[src/rtl/ring_switch_rr_if.sv]
`timescale 1ns/1ps
// Single-direction flit stream between a producer and a consumer.
//
// Handshake: a flit moves when valid && ready at the rising clk edge. Once
// the master raises valid it holds valid and data stable until that edge.
// ready may change freely, and the master never waits for ready before it
// raises valid.
interface ring_switch_rr_if #(
  parameter int DATA_W = 8
);
  logic              valid;
  logic [DATA_W-1:0] data;
  logic              ready;

  modport master (output valid, output data, input ready);
  modport slave  (input valid, input data, output ready);
endinterface

[src/rtl/ring_switch_rr.sv]
`timescale 1ns/1ps
// Ring router node: one instance per PE, chained into a unidirectional ring.
// Ring flits addressed to RANK are ejected to the PE, and all other ring
// flits are forwarded. PE flits addressed to RANK loop back to the PE, and
// all others are injected onto the ring. Each input is buffered in a small
// FIFO. Each output is one register with its own two-way round-robin arbiter.

// Circular-buffer FIFO. in_ready depends only on the registered count.
module ring_switch_rr_fifo #(
  parameter int DATA_W     = 8,
  parameter int FIFO_DEPTH = 2
) (
  input  logic              clk,
  input  logic              rst_n,
  input  logic              push_valid,
  input  logic [DATA_W-1:0] push_data,
  output logic              push_ready,
  input  logic              pop,
  output logic              head_valid,
  output logic [DATA_W-1:0] head_data
);
  localparam int PTR_W = (FIFO_DEPTH > 1) ? $clog2(FIFO_DEPTH) : 1;
  localparam int CNT_W = $clog2(FIFO_DEPTH + 1);
  localparam logic [PTR_W-1:0] LAST_PTR = PTR_W'(FIFO_DEPTH - 1);
  localparam logic [CNT_W-1:0] FULL_CNT = CNT_W'(FIFO_DEPTH);

  logic [DATA_W-1:0] mem [FIFO_DEPTH];
  logic [PTR_W-1:0]  wr_ptr_q;
  logic [PTR_W-1:0]  rd_ptr_q;
  logic [CNT_W-1:0]  count_q;
  logic              push;

  // push_ready low keeps a full FIFO from being written.
  always_comb begin
    push_ready = (count_q < FULL_CNT);
    push       = push_valid && push_ready;
    head_valid = (count_q != '0);
    head_data  = mem[rd_ptr_q];
  end

  // Storage holds no reset state; only the pointers and count say what is valid.
  always_ff @(posedge clk) begin
    if (push) begin
      mem[wr_ptr_q] <= push_data;
    end
  end

  // Pointers wrap at FIFO_DEPTH. A push and a pop in the same cycle leave the count unchanged.
  always_ff @(posedge clk or negedge rst_n) begin
    if (!rst_n) begin
      wr_ptr_q <= '0;
      rd_ptr_q <= '0;
      count_q  <= '0;
    end else begin
      if (push) begin
        wr_ptr_q <= (wr_ptr_q == LAST_PTR) ? '0 : wr_ptr_q + 1'b1;
      end
      if (pop) begin
        rd_ptr_q <= (rd_ptr_q == LAST_PTR) ? '0 : rd_ptr_q + 1'b1;
      end
      case ({push, pop})
        2'b10:   count_q <= count_q + 1'b1;
        2'b01:   count_q <= count_q - 1'b1;
        default: count_q <= count_q;
      endcase
    end
  end
endmodule

// Two-way round-robin arbiter for one output (ring FIFO vs PE FIFO).
// prio_pe_q == 0 favours the ring input; reset lands there.
module ring_switch_rr_arb2 (
  input  logic clk,
  input  logic rst_n,
  input  logic req_ring,
  input  logic req_pe,
  input  logic load_en,
  output logic gnt_ring,
  output logic gnt_pe
);
  logic prio_pe_q;

  // A lone requester wins. On a tie the side named by the pointer wins.
  always_comb begin
    gnt_ring = 1'b0;
    gnt_pe   = 1'b0;
    if (load_en) begin
      if (req_ring && (!req_pe || !prio_pe_q)) begin
        gnt_ring = 1'b1;
      end else if (req_pe) begin
        gnt_pe = 1'b1;
      end
    end
  end

  // After any grant the pointer points at the side that was not served.
  always_ff @(posedge clk or negedge rst_n) begin
    if (!rst_n) begin
      prio_pe_q <= 1'b0;
    end else if (gnt_ring) begin
      prio_pe_q <= 1'b1;
    end else if (gnt_pe) begin
      prio_pe_q <= 1'b0;
    end
  end
endmodule

// Single-entry output register. It can reload in the same cycle it is drained.
module ring_switch_rr_out_reg #(
  parameter int DATA_W = 8
) (
  input  logic              clk,
  input  logic              rst_n,
  input  logic              load,
  input  logic [DATA_W-1:0] load_data,
  input  logic              ready,
  output logic              valid,
  output logic [DATA_W-1:0] data
);
  logic              valid_q;
  logic [DATA_W-1:0] data_q;

  // A load wins. Otherwise a downstream accept empties the stage. A stall holds valid and data.
  always_ff @(posedge clk or negedge rst_n) begin
    if (!rst_n) begin
      valid_q <= 1'b0;
      data_q  <= '0;
    end else if (load) begin
      valid_q <= 1'b1;
      data_q  <= load_data;
    end else if (ready) begin
      valid_q <= 1'b0;
    end
  end

  assign valid = valid_q;
  assign data  = data_q;
endmodule

module ring_switch_rr #(
  parameter int DATA_W     = 8,
  parameter int ADDR_W     = 2,
  parameter int ADDR_LSB   = 4,
  parameter int RANK       = 0,
  parameter int FIFO_DEPTH = 2
) (
  input  logic                   clk,
  input  logic                   rst_n,
  ring_switch_rr_if.slave        ring_in,
  ring_switch_rr_if.master       ring_out,
  ring_switch_rr_if.slave        pe_in,
  ring_switch_rr_if.master       pe_out,
  output logic                   ring_fifo_full
);
  localparam logic [ADDR_W-1:0] MY_ADDR = ADDR_W'(RANK);

  logic              ring_in_ready_w;
  logic              pe_in_ready_w;
  logic              ring_hv;
  logic              pe_hv;
  logic [DATA_W-1:0] ring_head;
  logic [DATA_W-1:0] pe_head;
  logic              ring_pop;
  logic              pe_pop;

  logic              ring_to_pe;
  logic              ring_to_ring;
  logic              pe_to_pe;
  logic              pe_to_ring;

  logic              ro_valid;
  logic [DATA_W-1:0] ro_data;
  logic              po_valid;
  logic [DATA_W-1:0] po_data;
  logic              ro_load_en;
  logic              po_load_en;
  logic              ro_gnt_ring;
  logic              ro_gnt_pe;
  logic              po_gnt_ring;
  logic              po_gnt_pe;

  ring_switch_rr_fifo #(.DATA_W(DATA_W), .FIFO_DEPTH(FIFO_DEPTH)) u_ring_fifo (
    .clk        (clk),
    .rst_n      (rst_n),
    .push_valid (ring_in.valid),
    .push_data  (ring_in.data),
    .push_ready (ring_in_ready_w),
    .pop        (ring_pop),
    .head_valid (ring_hv),
    .head_data  (ring_head)
  );

  ring_switch_rr_fifo #(.DATA_W(DATA_W), .FIFO_DEPTH(FIFO_DEPTH)) u_pe_fifo (
    .clk        (clk),
    .rst_n      (rst_n),
    .push_valid (pe_in.valid),
    .push_data  (pe_in.data),
    .push_ready (pe_in_ready_w),
    .pop        (pe_pop),
    .head_valid (pe_hv),
    .head_data  (pe_head)
  );

  assign ring_in.ready  = ring_in_ready_w;
  assign pe_in.ready    = pe_in_ready_w;
  // Full is simply "cannot accept": both come from the same registered count.
  assign ring_fifo_full = !ring_in_ready_w;

  // Route each FIFO head by its destination field. A head requests exactly one output.
  always_comb begin
    ring_to_pe   = ring_hv && (ring_head[ADDR_LSB +: ADDR_W] == MY_ADDR);
    ring_to_ring = ring_hv && (ring_head[ADDR_LSB +: ADDR_W] != MY_ADDR);
    pe_to_pe     = pe_hv   && (pe_head[ADDR_LSB +: ADDR_W]   == MY_ADDR);
    pe_to_ring   = pe_hv   && (pe_head[ADDR_LSB +: ADDR_W]   != MY_ADDR);
  end

  // An output stage can take a new flit when it is empty or being drained this edge.
  always_comb begin
    ro_load_en = !ro_valid || ring_out.ready;
    po_load_en = !po_valid || pe_out.ready;
  end

  ring_switch_rr_arb2 u_ring_out_arb (
    .clk      (clk),
    .rst_n    (rst_n),
    .req_ring (ring_to_ring),
    .req_pe   (pe_to_ring),
    .load_en  (ro_load_en),
    .gnt_ring (ro_gnt_ring),
    .gnt_pe   (ro_gnt_pe)
  );

  ring_switch_rr_arb2 u_pe_out_arb (
    .clk      (clk),
    .rst_n    (rst_n),
    .req_ring (ring_to_pe),
    .req_pe   (pe_to_pe),
    .load_en  (po_load_en),
    .gnt_ring (po_gnt_ring),
    .gnt_pe   (po_gnt_pe)
  );

  // Each head requests one output only, so it pops at most once per cycle. A loser simply waits.
  always_comb begin
    ring_pop = ro_gnt_ring || po_gnt_ring;
    pe_pop   = ro_gnt_pe   || po_gnt_pe;
  end

  ring_switch_rr_out_reg #(.DATA_W(DATA_W)) u_ring_out_reg (
    .clk       (clk),
    .rst_n     (rst_n),
    .load      (ro_gnt_ring || ro_gnt_pe),
    .load_data (ro_gnt_ring ? ring_head : pe_head),
    .ready     (ring_out.ready),
    .valid     (ro_valid),
    .data      (ro_data)
  );

  ring_switch_rr_out_reg #(.DATA_W(DATA_W)) u_pe_out_reg (
    .clk       (clk),
    .rst_n     (rst_n),
    .load      (po_gnt_ring || po_gnt_pe),
    .load_data (po_gnt_ring ? ring_head : pe_head),
    .ready     (pe_out.ready),
    .valid     (po_valid),
    .data      (po_data)
  );

  assign ring_out.valid = ro_valid;
  assign ring_out.data  = ro_data;
  assign pe_out.valid   = po_valid;
  assign pe_out.data    = po_data;
endmodule

[src/flat_wrapper.sv]
// flat-port wrapper written by rule: the top's interface ports become plain ports
module ring_switch_rr_flat 
#(
  parameter int DATA_W     = 8,
  parameter int ADDR_W     = 2,
  parameter int ADDR_LSB   = 4,
  parameter int RANK       = 0,
  parameter int FIFO_DEPTH = 2
)
  (clk, rst_n, ring_fifo_full, ring_in_valid, ring_in_data, ring_in_ready, ring_out_valid, ring_out_data, ring_out_ready, pe_in_valid, pe_in_data, pe_in_ready, pe_out_valid, pe_out_data, pe_out_ready);
  ring_switch_rr_if #(.DATA_W(DATA_W)) ring_in_i ();
  ring_switch_rr_if #(.DATA_W(DATA_W)) ring_out_i ();
  ring_switch_rr_if #(.DATA_W(DATA_W)) pe_in_i ();
  ring_switch_rr_if #(.DATA_W(DATA_W)) pe_out_i ();
  input  logic clk;
  input  logic rst_n;
  output logic ring_fifo_full;
  input wire logic [$bits(ring_in_i.valid)-1:0] ring_in_valid;
  input wire logic [$bits(ring_in_i.data)-1:0] ring_in_data;
  output wire logic [$bits(ring_in_i.ready)-1:0] ring_in_ready;
  output wire logic [$bits(ring_out_i.valid)-1:0] ring_out_valid;
  output wire logic [$bits(ring_out_i.data)-1:0] ring_out_data;
  input wire logic [$bits(ring_out_i.ready)-1:0] ring_out_ready;
  input wire logic [$bits(pe_in_i.valid)-1:0] pe_in_valid;
  input wire logic [$bits(pe_in_i.data)-1:0] pe_in_data;
  output wire logic [$bits(pe_in_i.ready)-1:0] pe_in_ready;
  output wire logic [$bits(pe_out_i.valid)-1:0] pe_out_valid;
  output wire logic [$bits(pe_out_i.data)-1:0] pe_out_data;
  input wire logic [$bits(pe_out_i.ready)-1:0] pe_out_ready;
  assign ring_in_i.valid = ring_in_valid;
  assign ring_in_i.data = ring_in_data;
  assign ring_in_ready = ring_in_i.ready;
  assign ring_out_valid = ring_out_i.valid;
  assign ring_out_data = ring_out_i.data;
  assign ring_out_i.ready = ring_out_ready;
  assign pe_in_i.valid = pe_in_valid;
  assign pe_in_i.data = pe_in_data;
  assign pe_in_ready = pe_in_i.ready;
  assign pe_out_valid = pe_out_i.valid;
  assign pe_out_data = pe_out_i.data;
  assign pe_out_i.ready = pe_out_ready;
  ring_switch_rr #(.DATA_W(DATA_W), .ADDR_W(ADDR_W), .ADDR_LSB(ADDR_LSB), .RANK(RANK), .FIFO_DEPTH(FIFO_DEPTH)) u_core (.clk(clk), .rst_n(rst_n), .ring_in(ring_in_i), .ring_out(ring_out_i), .pe_in(pe_in_i), .pe_out(pe_out_i), .ring_fifo_full(ring_fifo_full));
endmodule
[config.mk]
export PLATFORM = sky130hd
export DESIGN_NAME = ring_switch_rr_flat
export DESIGN_NICKNAME = d
export VERILOG_FILES = /design/src/rtl/ring_switch_rr_if.sv /design/src/rtl/ring_switch_rr.sv /design/src/flat_wrapper.sv
export SDC_FILE = /design/constraint.sdc
export NUM_CORES = 1
export LEC_CHECK = 0
export ABC_AREA = 1
export CAP_MARGIN = 20
export CORE_ASPECT_RATIO = 1.25
export CORE_MARGIN = 10
export CORE_UTILIZATION = 30
export DETAILED_ROUTE_END_ITERATION = 10
export PLACE_DENSITY_LB_ADDON = 0.08
export SLEW_MARGIN = 0
export SYNTH_ARGS = -nofsm -noshare
export SYNTH_HDL_FRONTEND = slang
export SYNTH_HIERARCHICAL = 1
export SYNTH_SLANG_ARGS = --single-unit
export TNS_END_PERCENT = 30
[constraint.sdc]
create_clock -name clk -period 4.05 [get_ports clk]
set_input_delay 1.215 -clock clk [delete_from_list [all_inputs] [get_ports clk]]
set_output_delay 1.215 -clock clk [all_outputs]
set_load 0.1 [all_outputs]
# [After elaboration in Yosys (flattened, before gate mapping)]
# Memories as Yosys holds them, arrays and structs flattened.
# Cells that the tools add are included.
[totals] regBits=28 ramBits=32 in_bits=22 out_inout_bits=21 word_cells=93 mem_count=2
[classes] addsub=8 magnitude_cmp=2 n_eq_ne=4 muxes=30 reduce_logical=35
[memory_table] memory="u_core.u_pe_fifo.mem" depth=2 word_bits=8 rd=1 rd_ports_with_merged_regs=0 write_ports=1 line_no="ring_switch_rr.sv:27" text="logic [DATA_W-1:0] mem [FIFO_DEPTH];"
[memory_table] memory="u_core.u_ring_fifo.mem" depth=2 word_bits=8 rd=1 rd_ports_with_merged_regs=0 write_ports=1 line_no="ring_switch_rr.sv:27"
[ops] op="2-to-1 mux 1 bit" n=26
[ops] op="nonzero test 2 bit" n=10
[ops] op="2-to-1 mux 8 bit" n=2
[ops] op="logical AND 1 bit" n=8
[ops] op="logical OR 1 bit" n=8
[ops] op="one-hot mux 2 bit (2 select lines)" n=2
[ops] op="logical NOT 1 bit" n=7
[ops] op="adder 1 bit (second input constant)" n=4
[ops] op="adder 2 x 1 -> 2 bit (second input constant)" n=2
[ops] op="equality test 2 x 1 -> 1 bit (second input constant)" n=2
[ops] op="equality test 2 bit (second input constant)" n=2
[ops] op="logical NOT 2 bit" n=2
[ops] op="< comparator 2 bit (second input constant)" n=2
[ops] op="subtractor 2 x 1 -> 2 bit (second input constant)" n=2

# [Logic depth before layout (Yosys ltp)]
# Gate-level depths: netlist of run 1.
# An unclocked memory read counts as a cell.
[logic_depth] ltp_word=11 ltp_mapped=19 depth_no_buf=16

# [Modules after synthesis]
# The synthesis of run 1 kept the hierarchy.
[modules_own_cells] module="ring_switch_rr_fifo" n_inst=2 cells_per_inst=65 area_per_inst_um2=825.8 seq_area_each_um2=580.6
[modules_own_cells] module="ring_switch_rr_out_reg" n_inst=2 cells_per_inst=38 area_per_inst_um2=341.6 seq_area_each_um2=225.2
[modules_own_cells] module="ring_switch_rr" n_inst=1 cells_per_inst=77 area_per_inst_um2=304.0 seq_area_each_um2=0.0
[modules_own_cells] module="ring_switch_rr_arb2" n_inst=2 cells_per_inst=8 area_per_inst_um2=53.8 seq_area_each_um2=25.0

# [Least setup slack after synthesis of run 1]
# No wires, ideal clock.
[synth_path] kind="register to output" startpoint="reg u_core.u_ring_fifo.count_q[1]" endpoint="out ring_fifo_full" arrival_time_ns=1.722 required_time_ns=2.835 setup_slack_ns=1.113 path_stages_with_launch=3 path_buffers=0 path_cell_list="dfrtp_1 inv_1 inv_1"
[synth_via] elab_chain_len=2
[synth_rtl] item="start, declared" line_no="ring_switch_rr.sv:30" text="logic [CNT_W-1:0] count_q;"
[synth_rtl] item="start signal, assigned" line_no="ring_switch_rr.sv:62" text="2'b10: count_q <= count_q + 1'b1;"
[synth_rtl] item="start signal, assigned" line_no="ring_switch_rr.sv:63" text="2'b01: count_q <= count_q - 1'b1;"
[synth_rtl] item="start signal, assigned" line_no="ring_switch_rr.sv:64" text="default: count_q <= count_q;"
[synth_rtl] item="< comparator 2 bit" line_no="ring_switch_rr.sv:35" text="push_ready = (count_q < FULL_CNT);"
[synth_rtl] item="net ring_in_ready" line_no="flat_wrapper.sv:20" text="output wire logic [$bits(ring_in_i.ready)-1:0] ring_in_ready;"
[synth_rtl] item="logical NOT 1 bit" line_no="ring_switch_rr.sv:207" text="assign ring_fifo_full = !ring_in_ready_w;"
[synth_rtl] item="end, declared" line_no="flat_wrapper.sv:17" text="output logic ring_fifo_full;"
# The timed path passes the listed nets, and every way through them passes these cells.

# [Worst setup path in the final report of run 1]
[layout_path] startpoint="reg u_core.u_ring_out_reg.valid_q (netlist: u_core/u_ring_out_reg/valid)" endpoint="out ring_out_valid"
[layout_rtl] item="start, declared" line_no="ring_switch_rr.sv:120" text="logic valid_q;"
[layout_rtl] item="start signal, assigned" line_no="ring_switch_rr.sv:126" text="valid_q <= 1'b0;"
[layout_rtl] item="start signal, assigned" line_no="ring_switch_rr.sv:129" text="valid_q <= 1'b1;"
[layout_rtl] item="start signal, assigned" line_no="ring_switch_rr.sv:132" text="valid_q <= 1'b0;"
[layout_rtl] item="end, declared" line_no="flat_wrapper.sv:21" text="output wire logic [$bits(ring_out_i.valid)-1:0] ring_out_valid;"
# No word-level cell between the ends.

==> results.cfg, run 1 <==
[global_route]
grt_max_degree = 29
grt_pass1_wl_mm = 9.81
grt_pass1_vias = 1991
grtUsageTotal = 0.0931
overflow = 0
antenna_found_initial = 0

[clocking]
clock_latency_ps = 320
cts_tree = built
post-cts-setup-buffers = 0
ctsLongestPathBuffers = 2
htree_levels = 3
cts_resized = 0
hold_buffers = 0
path_clk_slew_ps = 50
clock_sinks = 60
cts_buffers = 9
clockRootBuffer = clkbuf_16

[sta]
min_period_over_period = 0.750
skew_ps = 5.48
max_freq_mhz = 329
slew_violations = 0
min_period_ps = 3040
setup_viol = 0
tns_ps = 0
hold_viol = 0
tightest_slew_ps = 975
slew_headroom = 0.348
rsz0062_at_grt = no

[run]
maxCapViolations = 0

[min_path]
min_from = u_core/u_pe_out_reg/data[1]$_DFFE_PN0P_
worstHoldPathType = reg2reg

[synthesis]
ys_seq_area_frac = 0.605
synth_nets = 323
netlist_area_sq_mm = 0.00275
synth.distinct_cells = 17
ys_ff_latch = 60
synth_cells = 299
yosysWarnings = 6
avgSynthCellArea_sq_um = 9.19

[final_layout]
fillers = 941
drive_gt1_frac = 0.0771
diodes = 0
nNetsFinal = 369
area_growth_pct = 27.3

[setup_path]
reg2reg_from = u_core/u_pe_fifo/rd_ptr_q$_DFFE_PN0P_
crit_family = buffers and inverters
path_buf_inv = 1
cp-end-kind = primary output
required_ps = 2830
crit_type = reg2out
cp_cell_sequence = clkdlybuf4s50_1
startpoint_type = flip-flop
worstPathArrival_ps = 1820
critPathMaxStageDelay_ps = 1140
cp-startpoint = u_core/u_ring_out_reg/valid$_DFFE_PN0P_
critical-path-slowest-cell = clkdlybuf4s50_1
cp_max_fo = 3

[floorplanning]
die-area_sq_mm = 0.0134
start_util = 0.304
die_w_um = 106
dieHeight_um = 127
top_level_ports = 43
core_area_sq_mm = 0.00903
rows = 39

[routing]
num_vias = 1941
first_pass_iters = 4
first_iter_violations = 106
vias_per_cell = 4.10
wl_per_cell_um = 12.3
drc = 0
wl_mm = 5.84
ant_nets = 0

[placed_design]
place.detailed.hpwl_mm = 4.43
gp_congestion = 0.823
io_buffers = 42

[outcome]
status = finished clean
-- cells by family after synthesis --
logic type / share of synthesized area
adders and majority gates: 0.00911
AOI/OAI and AO/OA: 0.0383
xor gates and xnor gates: 0.0191
buffers and inverters: 0.101
DFF: 0.605
and+or+nand+nor: 0.228
-- synthesized netlist by cell type --
cell | n | area (sq um)
buf_6 | 6 | 67.6
o21ai_0 | 12 | 60.1
xnor2_1 | 2 | 17.5
o21ai_2 | 4 | 35.0
a21oi_1 | 2 | 10.0
nand2_1 | 142 | 533
nand2_4 | 2 | 22.5
nand4_1 | 2 | 12.5
xor2_1 | 4 | 35.0
dfrtp_1 | 28 | 701
nor2_1 | 10 | 37.5
inv_2 | 4 | 15.0
nand3_1 | 4 | 20.0
inv_1 | 41 | 154
buf_12 | 2 | 40.0
ha_1 | 2 | 25.0
edfxtp_1 | 32 | 961
-- state kept, by name (all words and copies together), names as in the netlist --
signal / cells
u_core/u_pe_fifo/mem: 16
u_core/u_ring_fifo/wr_ptr_q: 1
u_core/u_pe_out_reg/data: 8
u_core/u_ring_out_reg/valid: 1
u_core/u_pe_fifo/rd_ptr_q: 1
u_core/u_pe_fifo/wr_ptr_q: 1
u_core/u_pe_out_reg/valid: 1
u_core/u_ring_fifo/count_q: 2
u_core/u_ring_fifo/rd_ptr_q: 1
u_core/u_pe_out_arb/prio_pe_q: 1
u_core/u_ring_fifo/mem: 16
u_core/u_ring_out_arb/prio_pe_q: 1
u_core/u_pe_fifo/count_q: 2
u_core/u_ring_out_reg/data: 8
-- worst register-to-register path: stages (launching register included) --
cell and delay, ps:
dfrtp_1 570, o21ai_0 520, nor2_1 100, nor2_1 210
nand2_1 110, nand3_1 100, inv_1 150, inv_2 170
nand2_1 110, ha_1 330, inv_1 80, nand3_1 80
nand2_1 60, nand2_1 40
-- stage by stage --
| step | util | setup slack, ps | instance area, sq um | hold WS (ps) | std cells |
|---|---|---|---|---|---|
| finish | 0.387 | 1010 | 3500 | 467 | 473 |
| global route | 0.387 | 944 | 3500 | 493 | 473 |
| CTS | 0.387 | 981 | 3500 | 472 | 473 |
| detailed placement | 0.356 | 992 | 3210 | 458 | 457 |
| global placement | 0.356 | 1050 | 3210 | 454 | 457 |
| floorplan | - | 1110 | 2750 | 442 | 299 |
-- area by class of cell --
class | count | area (sq um) | area share
clock inverter | 6 | 55.1 | 0.0157
multi-input combinational | 186 | 808 | 0.231
sequential | 60 | 1660 | 0.475
clock buffer | 10 | 229 | 0.0655
inverter | 45 | 169 | 0.0483
tap | 123 | 154 | 0.0440
timing repair buffer | 43 | 420 | 0.120
-- layer usage --
| layer | vias up | global-route usage | part of all wire |
|---|---|---|---|
| met5 | - | 0 | 0 |
| met4 | 0 | 0.0479 | 0.017 |
| met3 | 7 | 0.0342 | 0.054 |
| met2 | 38 | 0.160 | 0.51 |
| met1 | 886 | 0.0984 | 0.42 |
| li1 | 1010 | - | - |
-- final timing paths --
| kind | end | slack [ps] | cells past startpoint |
|---|---|---|---|
| worst min register to register | u_core/u_pe_out_reg/data[1]$_DFFE_PN0P_ | 470 | 2 |
| min in group asynchronous | u_core/u_pe_fifo/wr_ptr_q$_DFFE_PN0P_ | 1280 | 2 |
| worst min-delay path | u_core/u_pe_out_reg/data[1]$_DFFE_PN0P_ | 470 | 2 |
| worst max register to register | u_core/u_ring_fifo/count_q[1]$_DFFE_PN0P_ | 1310 | 13 |
| worst max-delay path | ring_out_valid | 1010 | 1 |
| max in group asynchronous | u_core/u_ring_out_reg/data[7]$_DFFE_PN0P_ | 2490 | 2 |
-- cell usage in the layout (no fill, tap or decap) --
cell type        count
nand2_1            142
inv_1               41
clkdlybuf4s50_1     39
edfxtp_1            32
dfrtp_1             28
o21ai_0             12
nor2_1              10
clkbuf_16            9
buf_4                4
inv_2                4
o21ai_2              4
xor2_1               4
nand3_1              4
clkinv_1             2
clkinv_2             2
nand2_4              2
xnor2_1              2
nand4_1              2
ha_1                 2
a21oi_1              2
clkinvlp_4           1
clkbuf_1             1
bufinv_16            1
Power of run 1 is not shown: default switching activity piles up to over one toggle a cycle in this logic, so the estimate is an artifact.
==> inputs of run 2 (changes only) <==
==> constraint.sdc (replaced) <==
create_clock -name clk -period 2.9 [get_ports clk]
set_input_delay 0.87 -clock clk [delete_from_list [all_inputs] [get_ports clk]]
set_output_delay 0.87 -clock clk [all_outputs]
set_load 0.1 [all_outputs]
==> run 2 against run 1 <==
Against the previous run: global-route usage is essentially flat; wire length shrank 0.80%; worst setup slack lost 490 ps; sequential share of layout area shrank 0.42 points; register-to-register slack lost 790 ps; critical path type is now reg2reg; critical endpoint is now u_core/u_ring_fifo/count_q[1]$_DFFE_PN0P_.
==> results.cfg, run 2 (synthesized netlist as in run 1, its figures left out) <==
[sta]
min_period_over_period = 0.819
max_freq_mhz = 421
slew_violations = 0
tns_ps = 0
hold_viol = 0
skew_ps = 6.86
slew_headroom = 0.614
setup_viol = 0
tightest_slew_ps = 572
rsz0062_at_grt = no
min_period_ps = 2380

[placed_design]
gp_congestion = 0.783
place.detailed.hpwl_mm = 4.34
io_buffers = 42

[final_layout]
fillers = 923
final_cell_mix = 142 x nand2_1, 41 x inv_1, 32 x edfxtp_1
final_common_cell = nand2_1
diodes = 0
drive_gt1_frac = 0.153
top_regs = u_core/u_pe_fifo/mem: 16 flops, u_core/u_ring_fifo/mem: 16 flops
nNetsFinal = 378
area_growth_pct = 28.5

[clocking]
clock_sinks = 60
htree_levels = 3
cts_resized = 0
cts_buffers = 9
clockRootBuffer = clkbuf_16
cts_tree = built
post-cts-setup-buffers = 0
hold_buffers = 0
clock_latency_ps = 330
path_clk_slew_ps = 50
ctsLongestPathBuffers = 2

[min_path]
min_path_cells = 2
hold_path_end = u_core/u_pe_out_reg/data[4]$_DFFE_PN0P_
worstHoldPathType = reg2reg
min_from = u_core/u_pe_out_reg/data[4]$_DFFE_PN0P_

[routing]
drc = 0
wl_mm = 5.79
num_vias = 1972
first_iter_violations = 105
ant_nets = 0
first_pass_iters = 4
vias_per_cell = 4.09
wl_per_cell_um = 12.0

[floorplanning]
dieHeight_um = 127
rows = 39
top_level_ports = 43
core_area_sq_mm = 0.00903
die_w_um = 106
die-area_sq_mm = 0.0134
start_util = 0.304

[setup_path]
cp-end-kind = flip-flop
reg2reg_from = u_core/u_pe_fifo/rd_ptr_q$_DFFE_PN0P_
rrSetupSlack_ps = 520
reg2reg_depth = 14
worstPathArrival_ps = 2590
cp_max_fo = 15
startpoint_type = flip-flop
r2r-end = u_core/u_ring_fifo/count_q[1]$_DFFE_PN0P_
required_ps = 3110
crit_type = reg2reg

[global_route]
overflow = 0
grt_pass1_wl_mm = 9.61
antenna_found_initial = 0
grt_pass1_vias = 1979
grt_max_degree = 29
grtUsageTotal = 0.0927

[outcome]
status = finished clean

[run]
maxCapViolations = 0
-- run 2: cell count changes in the layout (fill, tap and decap cells not counted), sizes merged --
cell           before  now
buf                 4   31
bufinv              1    0
clkbuf             10   15
clkdlybuf4s50      39   21
clkinv              4    1
clkinvlp            1    0
-- run 2: metal layers --
metal / vias up / GRT usage / wire, um
li1: 1024 / - / -
met1: 892 / 0.103 / 2530
met2: 44 / 0.151 / 2810
met3: 12 / 0.0312 / 292
met4: 0 / 0.0559 / 156
met5: - / 0 / 0
-- run 2: cell type report --
class | count | area (sq um) | share of cell area
Timing Repair Buffer | 52 | 443 | 0.126
Inverter | 45 | 169 | 0.0479
Sequential cell | 60 | 1660 | 0.471
Tap cell | 123 | 154 | 0.0436
Multi-Input combinational cell | 186 | 808 | 0.229
Clock inverter | 1 | 5.00 | 0.00142
Clock buffer | 15 | 288 | 0.0816
-- run 2: worst max-delay path: stages (launching register included) --
cell	delay (ps)
dfrtp_1	380
buf_4	190
o21ai_0	430
nor2_1	70
nor2_1	190
nand2_1	100
nand3_1	110
inv_1	70
inv_2	60
nand2_1	80
ha_1	330
inv_1	80
nand3_1	70
nand2_1	60
nand2_1	40
-- run 2: worst max-delay path by stage --
stage,cells after the start,to,start,slack [ps]
2_1_floorplan,2,ring_fifo_full,u_core/u_ring_fifo/count_q[1]$_DFFE_PN0P_,310
3_3_place_gp,12,u_core/u_ring_fifo/count_q[1]$_DFFE_PN0P_,pe_out_ready,370
3_5_place_dp,12,u_core/u_ring_fifo/count_q[1]$_DFFE_PN0P_,pe_out_ready,350
4_1_cts,14,u_core/u_ring_fifo/count_q[1]$_DFFE_PN0P_,u_core/u_pe_fifo/rd_ptr_q$_DFFE_PN0P_,440
5_1_grt,14,u_core/u_ring_fifo/count_q[1]$_DFFE_PN0P_,u_core/u_pe_fifo/rd_ptr_q$_DFFE_PN0P_,200
6_report,14,u_core/u_ring_fifo/count_q[1]$_DFFE_PN0P_,u_core/u_pe_fifo/rd_ptr_q$_DFFE_PN0P_,520
-- run 2: metrics by stage --
stage	instance area [sq um]	hold WS [ps]	cells	setup WS, ps	util
floorplan	2750	442	299	308	-
global placement	3240	458	466	367	0.358
detailed placement	3240	460	466	347	0.358
CTS	3530	473	482	435	0.391
global route	3530	483	482	201	0.391
finish	3530	467	482	525	0.391
Power of run 2 is left out for the same reason.
